`config.mk`:
```
export PLATFORM = sky130hd
export DESIGN_NAME = dffrnq_rn_sequencer
export DESIGN_NICKNAME = d
export VERILOG_FILES = /design/src/rtl/dffrnq_rn_sequencer.sv
export SDC_FILE = /design/constraint.sdc
export NUM_CORES = 1
export LEC_CHECK = 0
export ABC_AREA = 1
export CORE_MARGIN = 2
export CORE_UTILIZATION = 48
export DETAILED_ROUTE_END_ITERATION = 8
export HOLD_SLACK_MARGIN = 0.02
export PLACE_DENSITY = 0.72
export SLEW_MARGIN = 20
export SYNTH_ARGS = -nofsm -noshare
export SYNTH_HDL_FRONTEND = slang
export SYNTH_SLANG_ARGS = --single-unit
export TNS_END_PERCENT = 20
```
`constraint.sdc`:
```
create_clock -name CLK -period 1.22 [get_ports CLK]
set_input_delay 0.244 -clock CLK [delete_from_list [all_inputs] [get_ports CLK]]
set_output_delay 0.244 -clock CLK [all_outputs]
set_load 0.03 [all_outputs]
```
`src/rtl/dffrnq_rn_sequencer.sv`:
```
// dffrnq_rn_sequencer
//   Generates the active-low RN inputs for NUM_GROUPS banks of dffrnq flops.
//   A trigger (RST, or REQ while RST is low) drives every RN low. RN stays low
//   for HOLD_CYCLES edges. The groups are then released in index order, one
//   every GAP_CYCLES edges. BUSY is high while any RN bit is low. DONE pulses
//   for one cycle on the edge that releases the last group.
//
// Ports
//   CLK   in   clock; all state changes on posedge
//   RST   in   synchronous active-high reset; has the same effect as REQ
//   REQ   in   soft reset request, sampled each posedge
//   RN    out  [NUM_GROUPS-1:0] active-low reset to dffrnq bank k (bit k)
//   BUSY  out  high while any RN bit is low
//   DONE  out  one-cycle pulse when the final group releases
//   All outputs are registered.
module dffrnq_rn_sequencer #(
   parameter int NUM_GROUPS  = 4,
   parameter int HOLD_CYCLES = 4,
   parameter int GAP_CYCLES  = 1
) (
   input  logic                  CLK,
   input  logic                  RST,
   input  logic                  REQ,
   output logic [NUM_GROUPS-1:0] RN,
   output logic                  BUSY,
   output logic                  DONE
);

   localparam int CNT_MAX = (HOLD_CYCLES > GAP_CYCLES) ? HOLD_CYCLES : GAP_CYCLES;
   localparam int CW      = $clog2(CNT_MAX + 1);
   localparam int GW      = $clog2(NUM_GROUPS + 1);

   // The counter starts at 0 on the trigger edge. Its terminal value is
   // therefore one less than the cycle count.
   localparam logic [CW-1:0] HOLD_LAST = CW'(HOLD_CYCLES - 1);
   localparam logic [CW-1:0] GAP_LAST  = CW'(GAP_CYCLES - 1);
   localparam logic [GW-1:0] GRP_LAST  = GW'(NUM_GROUPS - 1);

   typedef enum logic [1:0] {S_HOLD, S_RELEASE, S_IDLE} state_t;

   state_t                  state, state_nxt;
   logic [CW-1:0]           cnt, cnt_nxt;
   logic [GW-1:0]           grp, grp_nxt;
   logic [NUM_GROUPS-1:0]   rn_nxt;
   logic                    busy_nxt, done_nxt;
   logic                    trigger;

   // RST and REQ have identical effects, so RST priority needs no extra gating.
   assign trigger = RST | REQ;

   // State register, including the registered outputs.
   always_ff @(posedge CLK) begin
      if (RST) begin
         state <= S_HOLD;
         cnt   <= '0;
         grp   <= '0;
         RN    <= '0;
         BUSY  <= 1'b1;
         DONE  <= 1'b0;
      end else begin
         state <= state_nxt;
         cnt   <= cnt_nxt;
         grp   <= grp_nxt;
         RN    <= rn_nxt;
         BUSY  <= busy_nxt;
         DONE  <= done_nxt;
      end
   end

   // Next-state logic
   always_comb begin
      state_nxt = state;
      if (trigger) begin
         state_nxt = S_HOLD;
      end else begin
         case (state)
            S_HOLD:
               if (cnt == HOLD_LAST)
                  state_nxt = (NUM_GROUPS == 1) ? S_IDLE : S_RELEASE;
            S_RELEASE:
               if (cnt == GAP_LAST && grp == GRP_LAST)
                  state_nxt = S_IDLE;
            S_IDLE:
               state_nxt = S_IDLE;
            default:
               state_nxt = S_HOLD;
         endcase
      end
   end

   // Output and datapath next values. A trigger always wins, so a release that
   // coincides with a trigger never happens.
   always_comb begin
      rn_nxt   = RN;
      cnt_nxt  = cnt;
      grp_nxt  = grp;
      done_nxt = 1'b0;
      if (trigger) begin
         rn_nxt  = '0;
         cnt_nxt = '0;
         grp_nxt = '0;
      end else begin
         case (state)
            S_HOLD: begin
               if (cnt == HOLD_LAST) begin
                  rn_nxt[0] = 1'b1;
                  cnt_nxt   = '0;
                  grp_nxt   = GW'(1);
                  done_nxt  = (NUM_GROUPS == 1);
               end else begin
                  cnt_nxt = cnt + CW'(1);
               end
            end
            S_RELEASE: begin
               if (cnt == GAP_LAST) begin
                  // The loop decode avoids indexing RN with the wider group index.
                  for (int k = 0; k < NUM_GROUPS; k++)
                     if (grp == GW'(k)) rn_nxt[k] = 1'b1;
                  cnt_nxt  = '0;
                  grp_nxt  = grp + GW'(1);
                  done_nxt = (grp == GRP_LAST);
               end else begin
                  cnt_nxt = cnt + CW'(1);
               end
            end
            S_IDLE:
               rn_nxt = '1;
            default: begin
               rn_nxt  = '0;
               cnt_nxt = '0;
               grp_nxt = '0;
            end
         endcase
      end
      busy_nxt = ~&rn_nxt;
   end

endmodule
```
==> reports/results.ini, run 1 <==
[run_status]
status=complete, but fails checks
violations=negative setup slack

[synth]
synthTopCellsByArea=dfxtp_1 33%, ha_1 19%, nand2_1 13%, inv_1 7.6%, nor2_1 5.8%
synth-async-reset-ratio=0
synth_fp_nets=131
synth.most_common_cell=nand2_1
post_synth.cell_area_avg_um2=7.311
ys_ff_latch=14
yosys.area.top_type=dfxtp_1
synth_edf_count=0
synthCells=115
synth_top_area_frac=0.3333
ys_warn_count=0
synthesis.area_um2=840.8
synth-main-ff-cell=dfxtp_1
synth_cell_types=18
yosysSeqAreaShare=0.3333
netlist_top_cells_count=28 x nand2_1, 17 x inv_1, 14 x dfxtp_1

[detailed_routing]
finalWirelength_um=3420
postRouteAntennaNets=0
wl_met1_um=1351
avgRoutedWirePerCell_um=19.88
wl_met2_um=1623
wl_met3_um=213
first_iter_violations=48
drt_first_pass_iters=4
vias_per_cell=5.773
top_layer=met4
post-route-drc-count=0
via_count=993

[floorplan]
die_w_um=45.86
start_util=0.4978
ios=9
coreArea_um2=1689
row_count=15
die_area_um2=2103
fp.dieH_um=45.86

[clock_network]
clk_pin_slew_worst_paths_ns=0.11
clockBufferDepth=2
cts_htree_levels=1
clk_latency_ns=0.31
clockRootBuffer=clkbuf_4
cts.sinks=14
cts_tree=yes
numCtsBuffers=3

[sta]
setup_viol=10
max_freq_ghz=0.7387
worst_slack_ns=-0.1338
period_share=1.110
finClkSkew_ns=0.009314
slew_violations=0
slew_headroom=0.8077
finalCriticalPeriod_ns=1.354
rsz0062_at_grt=true
tightest_slew_ns=0.2855
hold_viol=0

[finish]
drive_gt1_frac=0.6387
finish.utilization=0.8778
n_antenna_cell=0
final_nets=172
area_growth_pct=76.34

[global_routing]
grt_pass1_wl_um=4422
grt_pass1_vias=922
track_usage=0.3043
grt_antenna_before_repair=0
grt-ovfl-total=0
grt_max_degree=9

[setup_path]
start_kind=flop
worstPathRequired_ns=1.47
worst-path-buf-inv=2
worstSetupPathType=flop to flop
slowest_delay_ns=0.38
rrSetupSlack_ns=-0.13
cp-end-kind=flop
arrival_ns=1.60
crit_slowest_cell=dfxtp_2
path_delay_family=simple AND/OR/NAND/NOR gates
cp_max_fo=6
path_cells=inv_4, ha_4, buf_6, nand2_4, nand3_4, nand2_2, o21ai_2, nor2_1

[power]
pwr_density_cell_nw_per_um2=657.4
p_leak_nw=0.6145
peakVddDrop_mv=0.8554
report.power.total_uw=974.7

[placed_design]
pre_cts_ws_ns=-0.2300
gp_congestion=0.8130
port_buffers=8
post-dp-hpwl_um=1495

[worst_hold_path]
hp-class=flop to flop

[flow_run]
max-cap-violations=0

power breakdown:
part           leakage (nW)  total [mW]  switching, mW  internal [mW]
logic                 0.477       0.127         0.0681         0.0587
clock network        0.0210       0.384          0.201          0.183
registers             0.117       0.464        0.00704          0.457
metal layers:
| layer | track usage | vias to the layer above |
|---|---|---|
| li1 | - | 446 |
| met1 | 0.3765 | 451 |
| met2 | 0.4972 | 71 |
| met3 | 0.04365 | 25 |
| met4 | 0.1714 | 0 |
| met5 | 0 | - |
path summary, 6_finish.rpt:
path,from,endpoint,cells after the start
worst min register to register,cnt[1]$_SDFFE_PP0P_,cnt[1]$_SDFFE_PP0P_,2
worst min-delay path,cnt[1]$_SDFFE_PP0P_,cnt[1]$_SDFFE_PP0P_,2
worst max register to register,state[1]$_SDFFE_PP0P_,grp[2]$_SDFFE_PP0P_,8
worst max-delay path,state[1]$_SDFFE_PP0P_,grp[2]$_SDFFE_PP0P_,8
tightest hold or removal path: stages, from the launching register on:
cell and delay, ns:
dfxtp_4 0.38, nand2_1 0.06, a21oi_1 0.06
flip-flops by register name (all words and copies together), names as in the netlist:
register	flops
BUSY	1
DONE	1
RN	4
cnt	3
grp	3
state	2
cells in the final DEF, fill, tap and decap left out, drive strengths merged:
| master | netlist | routed |
|---|---|---|
| a21oi | 9 | 9 |
| nand3b | 1 | 1 |
| nand4 | 2 | 2 |
| nor3 | 2 | 2 |
| inv | 18 | 18 |
| clkbuf | 0 | 6 |
| and3 | 1 | 1 |
| nand2 | 28 | 28 |
| dfxtp | 14 | 14 |
| ha | 13 | 13 |
| o21ai | 5 | 5 |
| buf | 1 | 33 |
| clkdlybuf4s50 | 0 | 2 |
| or2 | 1 | 1 |
| nand3 | 6 | 6 |
| nor2 | 14 | 14 |
logic make-up after synthesis:
logic type | synth area share
AOI/OAI and AO/OA | 0.09673
buffers and inverters | 0.08928
and+or+nand+nor | 0.2872
adders and majority gates | 0.1935
DFF | 0.3333
stage by stage:
| stage | setup TNS (ns) | cells | area, um^2 | hold slack [ns] |
|---|---|---|---|---|
| 2_1_floorplan | -0.009414 | 115 | 850.8 | 0.4037 |
| 3_3_place_gp | -1.270 | 160 | 1092 | 0.4680 |
| 3_5_place_dp | -1.568 | 160 | 1092 | 0.4689 |
| 4_1_cts | -0.01444 | 171 | 1398 | 0.4928 |
| 5_1_grt | -1.159 | 172 | 1483 | 0.5617 |
| 6_report | -0.6816 | 172 | 1483 | 0.5362 |
area by class of cell:
class | count | area [um^2]
flip-flops and latches | 14 | 295.3
inverters | 18 | 80.08
well taps | 17 | 21.27
fillers | 70 | 206.4
multi-input cells | 82 | 753.2
repair buffers | 37 | 296.5
clock buffers | 4 | 36.28
what timing repair did:
item,in CTS,in global routing
hold buffers,0,0
setup endpoints to repair,16,16
pin swaps,20,17
gates resized for setup,64,30
buffers inserted,7,1
Power figures use the tool's default switching activity.
==> run 2, diff against run 1 <==
- SETUP_SLACK_MARGIN: unset -> 0.3
==> reports/results.ini, run 2 (synthesized netlist as in run 1, its figures left out) <==
[run_status]
status=complete, but fails checks
violations=negative setup slack

[sta]
rsz0062_at_grt=true
finClkSkew_ns=0.001335  ; -0.007979 ns
max_freq_ghz=0.7341  ; -0.62%
hold_viol=0  ; unchanged
finalCriticalPeriod_ns=1.362  ; +0.008398 ns
setup_viol=12  ; +2
slew_violations=0  ; unchanged
worst_slack_ns=-0.1422  ; -0.008398 ns
tns_ns=-0.6323  ; +0.04921 ns
slew_headroom=0.8806  ; +0.07293
tightest_slew_ns=0.1784  ; -0.1070 ns
period_share=1.117  ; +0.006884

[clock_network]
clockBufferDepth=2  ; unchanged
cts.sinks=14  ; unchanged
clk_latency_ns=0.30  ; about the same
cts_tree=yes
clk_pin_slew_worst_paths_ns=0.10  ; about the same
clockRootBuffer=clkbuf_4
numCtsBuffers=3  ; unchanged
cts_htree_levels=1  ; unchanged
hold_buffers=0  ; unchanged

[setup_path]
slowest_delay_ns=0.37  ; about the same
r2r-start=state[1]$_SDFFE_PP0P_
crit_slowest_cell=dfxtp_4
start_kind=flop
path_cells=inv_4, ha_4, buf_6, o21ai_2, nand2_1, nor2_2, nor2_1, nand3_2
worst-r2r-cell-count=8  ; unchanged
worstSetupPathType=flop to flop
cp-end-kind=flop
cp_max_fo=8  ; +2
worstPathRequired_ns=1.41  ; -0.06 ns
rrSetupSlack_ns=-0.14  ; about the same
path_delay_family=simple AND/OR/NAND/NOR gates
arrival_ns=1.55  ; -0.05 ns
worst-path-buf-inv=2  ; unchanged
r2r-end=BUSY$_SDFF_PP1_

[detailed_routing]
via_count=1002  ; +0.91%
finalWirelength_um=3249  ; -5.0%
postRouteAntennaNets=0  ; unchanged
post-route-drc-count=0  ; unchanged
avgRoutedWirePerCell_um=19.11  ; -3.9%
vias_per_cell=5.894  ; +2.1%
drt_first_pass_iters=4  ; unchanged
first_iter_violations=43  ; -10%

[floorplan]
ios=9  ; unchanged
coreArea_um2=1689  ; unchanged
start_util=0.4978  ; unchanged
row_count=15  ; unchanged
die_area_um2=2103  ; unchanged
die_w_um=45.86  ; unchanged
fp.dieH_um=45.86  ; unchanged

[global_routing]
grt.busiest_layer=met2
use_met2=0.4639  ; -0.03333
grt_pass1_vias=904  ; -2.0%
grt-ovfl-total=0  ; unchanged
track_usage=0.2715  ; -0.03279
met1_usage=0.3121  ; -0.06444
grt_antenna_before_repair=0  ; unchanged
grt_pass1_wl_um=4043  ; -8.6%
met3_usage=0.04762  ; +0.003968
grt_max_degree=9  ; unchanged

[finish]
area_growth_pct=75.30
final_nets=170  ; -1.2%
top_regs=RN (4), cnt (3), grp (3)
n_antenna_cell=0  ; unchanged
final_cell_mix=22 x buf_4, 21 x nand2_1, 10 x buf_6, 9 x inv_1, 8 x ha_4
num-fill-cells=76  ; +8.6%
final_common_cell=buf_4
regMostFlops=RN
final_cell_count_no_fill=170  ; -1.2%
largest_reg_flops=4  ; unchanged
drive_gt1_frac=0.6209  ; -0.01779
finish.utilization=0.8726  ; -0.005185

[power]
p_leak_nw=0.6335  ; +3.1%
seqPwrFrac=0.484  ; +0.008
pwr-share-clk=0.383  ; -0.011
swShare=0.2656  ; -0.01826
peakVddDrop_mv=0.6990  ; -18%
p_int_uw=699.6  ; +0.22%
pwr_density_cell_nw_per_um2=646.3  ; -1.7%
report.power.total_uw=952.6  ; -2.3%
power_switching_uw=253.0  ; -8.6%
comb_power_share=0.133  ; +0.003

[worst_hold_path]
hold_depth=2  ; unchanged
hold_start=cnt[1]$_SDFFE_PP0P_
min_to=cnt[1]$_SDFFE_PP0P_
hp-class=flop to flop

[placed_design]
place_inst=156  ; -2.5%
port_buffers=8  ; unchanged
pre_cts_ws_ns=-0.2058  ; +0.02419 ns
gp_congestion=0.9331  ; +15%
post-dp-hpwl_um=1469  ; -1.8%

[flow_run]
max-cap-violations=0  ; unchanged

-- run 2: cell types whose count changed in the layout (fill, tap and decap cells not counted), moves of 2 or more --
| cell | delta |
|---|---|
| buf_4 | -6 |
| buf_6 | +5 |
| dfxtp_1 | -5 |
| dfxtp_2 | +3 |
| a21oi_1 | +2 |
| a21oi_2 | -2 |
| clkbuf_2 | -2 |
| dfxtp_4 | +2 |
| inv_2 | -2 |
| inv_4 | +2 |
| nand2_1 | +2 |
| nand2_2 | -2 |
| nor2_1 | +2 |
| o21ai_1 | +2 |
-- run 2: cell type report --
cell class                 instances  area, um^2  area share
clock buffer                       4       36.28     0.02462
inverter                          18       85.08     0.05773
multi-input combinational         82       706.9      0.4796
sequential                        14       306.5      0.2080
tap                               17       21.27     0.01443
timing repair buffer              35       317.8      0.2156
-- run 2: metal layers --
layer / vias to the layer above / share of wire
li1: 443 / -
met1: 475 / 0.36
met2: 65 / 0.52
met3: 19 / 0.074
met4: 0 / 0.046
met5: - / 0
-- run 2: metrics by stage --
step                      area [um^2]  hold slack [ns]
after floorplan                 874.6           0.3962
after global placement           1080           0.4715
after detailed placement         1080           0.4724
after CTS                        1365           0.4887
after global routing             1474           0.5905
final                            1474           0.5642
-- run 2: worst max path at each step --
stage	startpoint	end	cells past startpoint
finish	state[1]$_SDFFE_PP0P_	BUSY$_SDFF_PP1_	8
global route	state[1]$_SDFFE_PP0P_	BUSY$_SDFF_PP1_	8
global placement	REQ	BUSY$_SDFF_PP1_	6
detailed placement	REQ	BUSY$_SDFF_PP1_	6
floorplan	state[1]$_SDFFE_PP0P_	BUSY$_SDFF_PP1_	8
CTS	cnt[1]$_SDFFE_PP0P_	grp[1]$_SDFFE_PP0P_	7
-- run 2: repair_timing --
action | CTS | global route
cloned | 0 | 0
buffers inserted | 7 | 3
hold endpoints to repair | 0 | 0
pin swaps | 17 | 15
setup endpoints to repair | 20 | 20
gates resized for setup | 64 | 24
-- run 2: power groups by stage --
stage / clock network, mW / logic (mW) / registers, mW
floorplan: 0 / 0.0394 / 0.475
global placement: 0 / 0.0692 / 0.475
detailed placement: 0 / 0.0701 / 0.475
CTS: 0.362 / 0.0934 / 0.463
global route: 0.378 / 0.132 / 0.462
finish: 0.365 / 0.127 / 0.461
-- run 2: tightest hold or removal path: cells and delay by family, from the launching register on --
kind	cells	cell delay, ns
AO/OA/AOI/OAI	1	0.06
flip-flops	1	0.38
AND/OR/NAND/NOR	1	0.09
==> run 3, diff against run 2 <==
==> constraint.sdc (replaced) <==
create_clock -name CLK -period 1.22 [get_ports CLK]
set_input_delay 0.183 -clock CLK [delete_from_list [all_inputs] [get_ports CLK]]
set_output_delay 0.183 -clock CLK [all_outputs]
set_load 0.03 [all_outputs]
==> reports/results.ini, run 3 (synthesized netlist as in run 1, its figures left out) <==
[run_status]
status=complete, but fails checks
violations=negative setup slack

[global_routing]
grt_max_degree=9  ; unchanged
grt_antenna_before_repair=0  ; unchanged
grt-ovfl-total=0  ; unchanged
track_usage=0.2434  ; -0.02813
grt_pass1_wl_um=3519  ; -13%
grt_pass1_vias=789  ; -13%

[floorplan]
die_area_um2=2103  ; unchanged
fp.dieH_um=45.86  ; unchanged
start_util=0.4978  ; unchanged
coreArea_um2=1689  ; unchanged
row_count=15  ; unchanged
ios=9  ; unchanged
die_w_um=45.86  ; unchanged

[worst_hold_path]
min_to=cnt[1]$_SDFFE_PP0P_
hp-class=flop to flop
hold_start=cnt[1]$_SDFFE_PP0P_
hold_depth=2  ; unchanged

[setup_path]
path_cells=inv_4, ha_4, inv_2, nor2_4, nand3_2, a21oi_4, nand3_2
cp_max_fo=3  ; -5
worstPathRequired_ns=1.42  ; about the same
worst-r2r-cell-count=7  ; -1
crit_top_cell=nand3_2
start_kind=flop
crit_cells=7  ; -1
arrival_ns=1.51  ; -0.04 ns
r2r-start=cnt[1]$_SDFFE_PP0P_
crit_slowest_cell=dfxtp_4
path_delay_family=flip-flops
r2r-end=BUSY$_SDFF_PP1_
worst-path-buf-inv=2  ; unchanged
rrSetupSlack_ns=-0.09  ; +0.05 ns
worstSetupPathType=flop to flop
slowest_delay_ns=0.38  ; about the same
cp-end-kind=flop

[sta]
finalCriticalPeriod_ns=1.314  ; -0.04857 ns
slew_headroom=0.8633  ; -0.01728
max_freq_ghz=0.7612  ; +3.7%
whs_ns=0.5471  ; -0.01712 ns
slew_violations=0  ; unchanged
period_share=1.077  ; -0.03981
setup_viol=8  ; -4
rsz0062_at_grt=true
worst_slack_ns=-0.09363  ; +0.04857 ns
tightest_slew_ns=0.2029  ; +0.02443 ns
hold_viol=0  ; unchanged
finClkSkew_ns=0.005876  ; +0.004542 ns

[clock_network]
clockRootBuffer=clkbuf_4
cts_htree_levels=1  ; unchanged
cts.sinks=14  ; unchanged
clk_latency_ns=0.30  ; about the same
cts_tree=yes
clockBufferDepth=2  ; unchanged
clk_pin_slew_worst_paths_ns=0.10  ; about the same
numCtsBuffers=3  ; unchanged

[power]
swShare=0.2642  ; -0.001374
pwr-share-clk=0.384  ; about the same
p_leak_nw=0.5870  ; -7.4%
comb_power_share=0.124  ; -0.009
seqPwrFrac=0.492  ; +0.008
p_int_uw=692.9  ; -0.96%
peakVddDrop_mv=0.4789  ; -31%
report.power.total_uw=941.7  ; -1.1%
power_switching_uw=248.8  ; -1.7%
pwr_density_cell_nw_per_um2=661.3  ; +2.3%

[flow_run]
max-cap-violations=0  ; unchanged

[finish]
drive_gt1_frac=0.6081  ; -0.01281
final_nets=165  ; -2.9%
regMostFlops=RN
final_common_cell=nand2_1
n_antenna_cell=0  ; unchanged
final_cell_mix=23 x nand2_1, 18 x buf_4, 9 x dfxtp_2, 9 x buf_6
top_regs=RN (4), cnt (3), grp (3)
area_growth_pct=69.35
largest_reg_flops=4  ; unchanged

[detailed_routing]
avgRoutedWirePerCell_um=16.12  ; -16%
via_count=882  ; -12%
drt_first_pass_iters=4  ; unchanged
postRouteAntennaNets=0  ; unchanged
first_iter_violations=16  ; -63%
post-route-drc-count=0  ; unchanged
vias_per_cell=5.345  ; -9.3%
finalWirelength_um=2660  ; -18%

[placed_design]
post-dp-hpwl_um=1432  ; -2.5%
port_buffers=8  ; unchanged
pre_cts_ws_ns=-0.1359  ; +0.06986 ns
gp_congestion=0.8682  ; -7.0%

[run 3: cell type report]
class,instances,area [um^2]
multi-input combinational,82,711.9
clock buffer,4,36.28
tap,17,21.27
timing repair buffer,30,271.5
inverter,18,80.08
sequential,14,302.8
fill,81,265.3
[run 3: through the flow]
step                instances  setup TNS (ns)  utilization  instance area (um^2)
global route              165         -0.8238       0.8430                  1424
CTS                       164        -0.09733       0.7533                  1272
finish                    165         -0.2627       0.8430                  1424
global placement          156         -0.6433       0.6467                  1092
detailed placement        156         -0.8287       0.6467                  1092
floorplan                 115               0            -                 874.6
[run 3: worst min-delay path: cells and delay by family (launching register included)]
family	cells	cell delay, ns
AOI/OAI and AO/OA	1	0.06
DFF	1	0.38
and+or+nand+nor	1	0.07
[run 3: per-layer routing]
metal	global-route usage	vias up	share of wire
met3	0.05952	9	0.040
li1	-	432	-
met4	0.1143	0	0.029
met2	0.4306	31	0.51
met1	0.2673	410	0.42
met5	0	-	0
[run 3: how the worst max path moves through the flow]
stage / slack (ns) / to / startpoint
floorplan: 0.03 / BUSY$_SDFF_PP1_ / state[1]$_SDFFE_PP0P_
global placement: -0.11 / BUSY$_SDFF_PP1_ / REQ
detailed placement: -0.14 / BUSY$_SDFF_PP1_ / REQ
CTS: -0.04 / grp[0]$_SDFFE_PP0P_ / state[1]$_SDFFE_PP0P_
global route: -0.16 / BUSY$_SDFF_PP1_ / cnt[1]$_SDFFE_PP0P_
finish: -0.09 / BUSY$_SDFF_PP1_ / cnt[1]$_SDFFE_PP0P_
[run 3: power groups by stage]
stage               clock, mW  sequential [mW]  combinational [mW]
floorplan                   0            0.475              0.0394
global placement            0            0.475              0.0695
detailed placement          0            0.475              0.0709
CTS                     0.348            0.465              0.0896
global route            0.386            0.464               0.126
finish                  0.362            0.463               0.117
[run 3: what timing repair did]
item                       4_1_cts  5_1_grt
hold buffers                     0        0
buffers inserted                 4        1
setup endpoints to repair       20       20
pin swaps                        7       15
resized for setup               74       44
gates cloned                     0        0
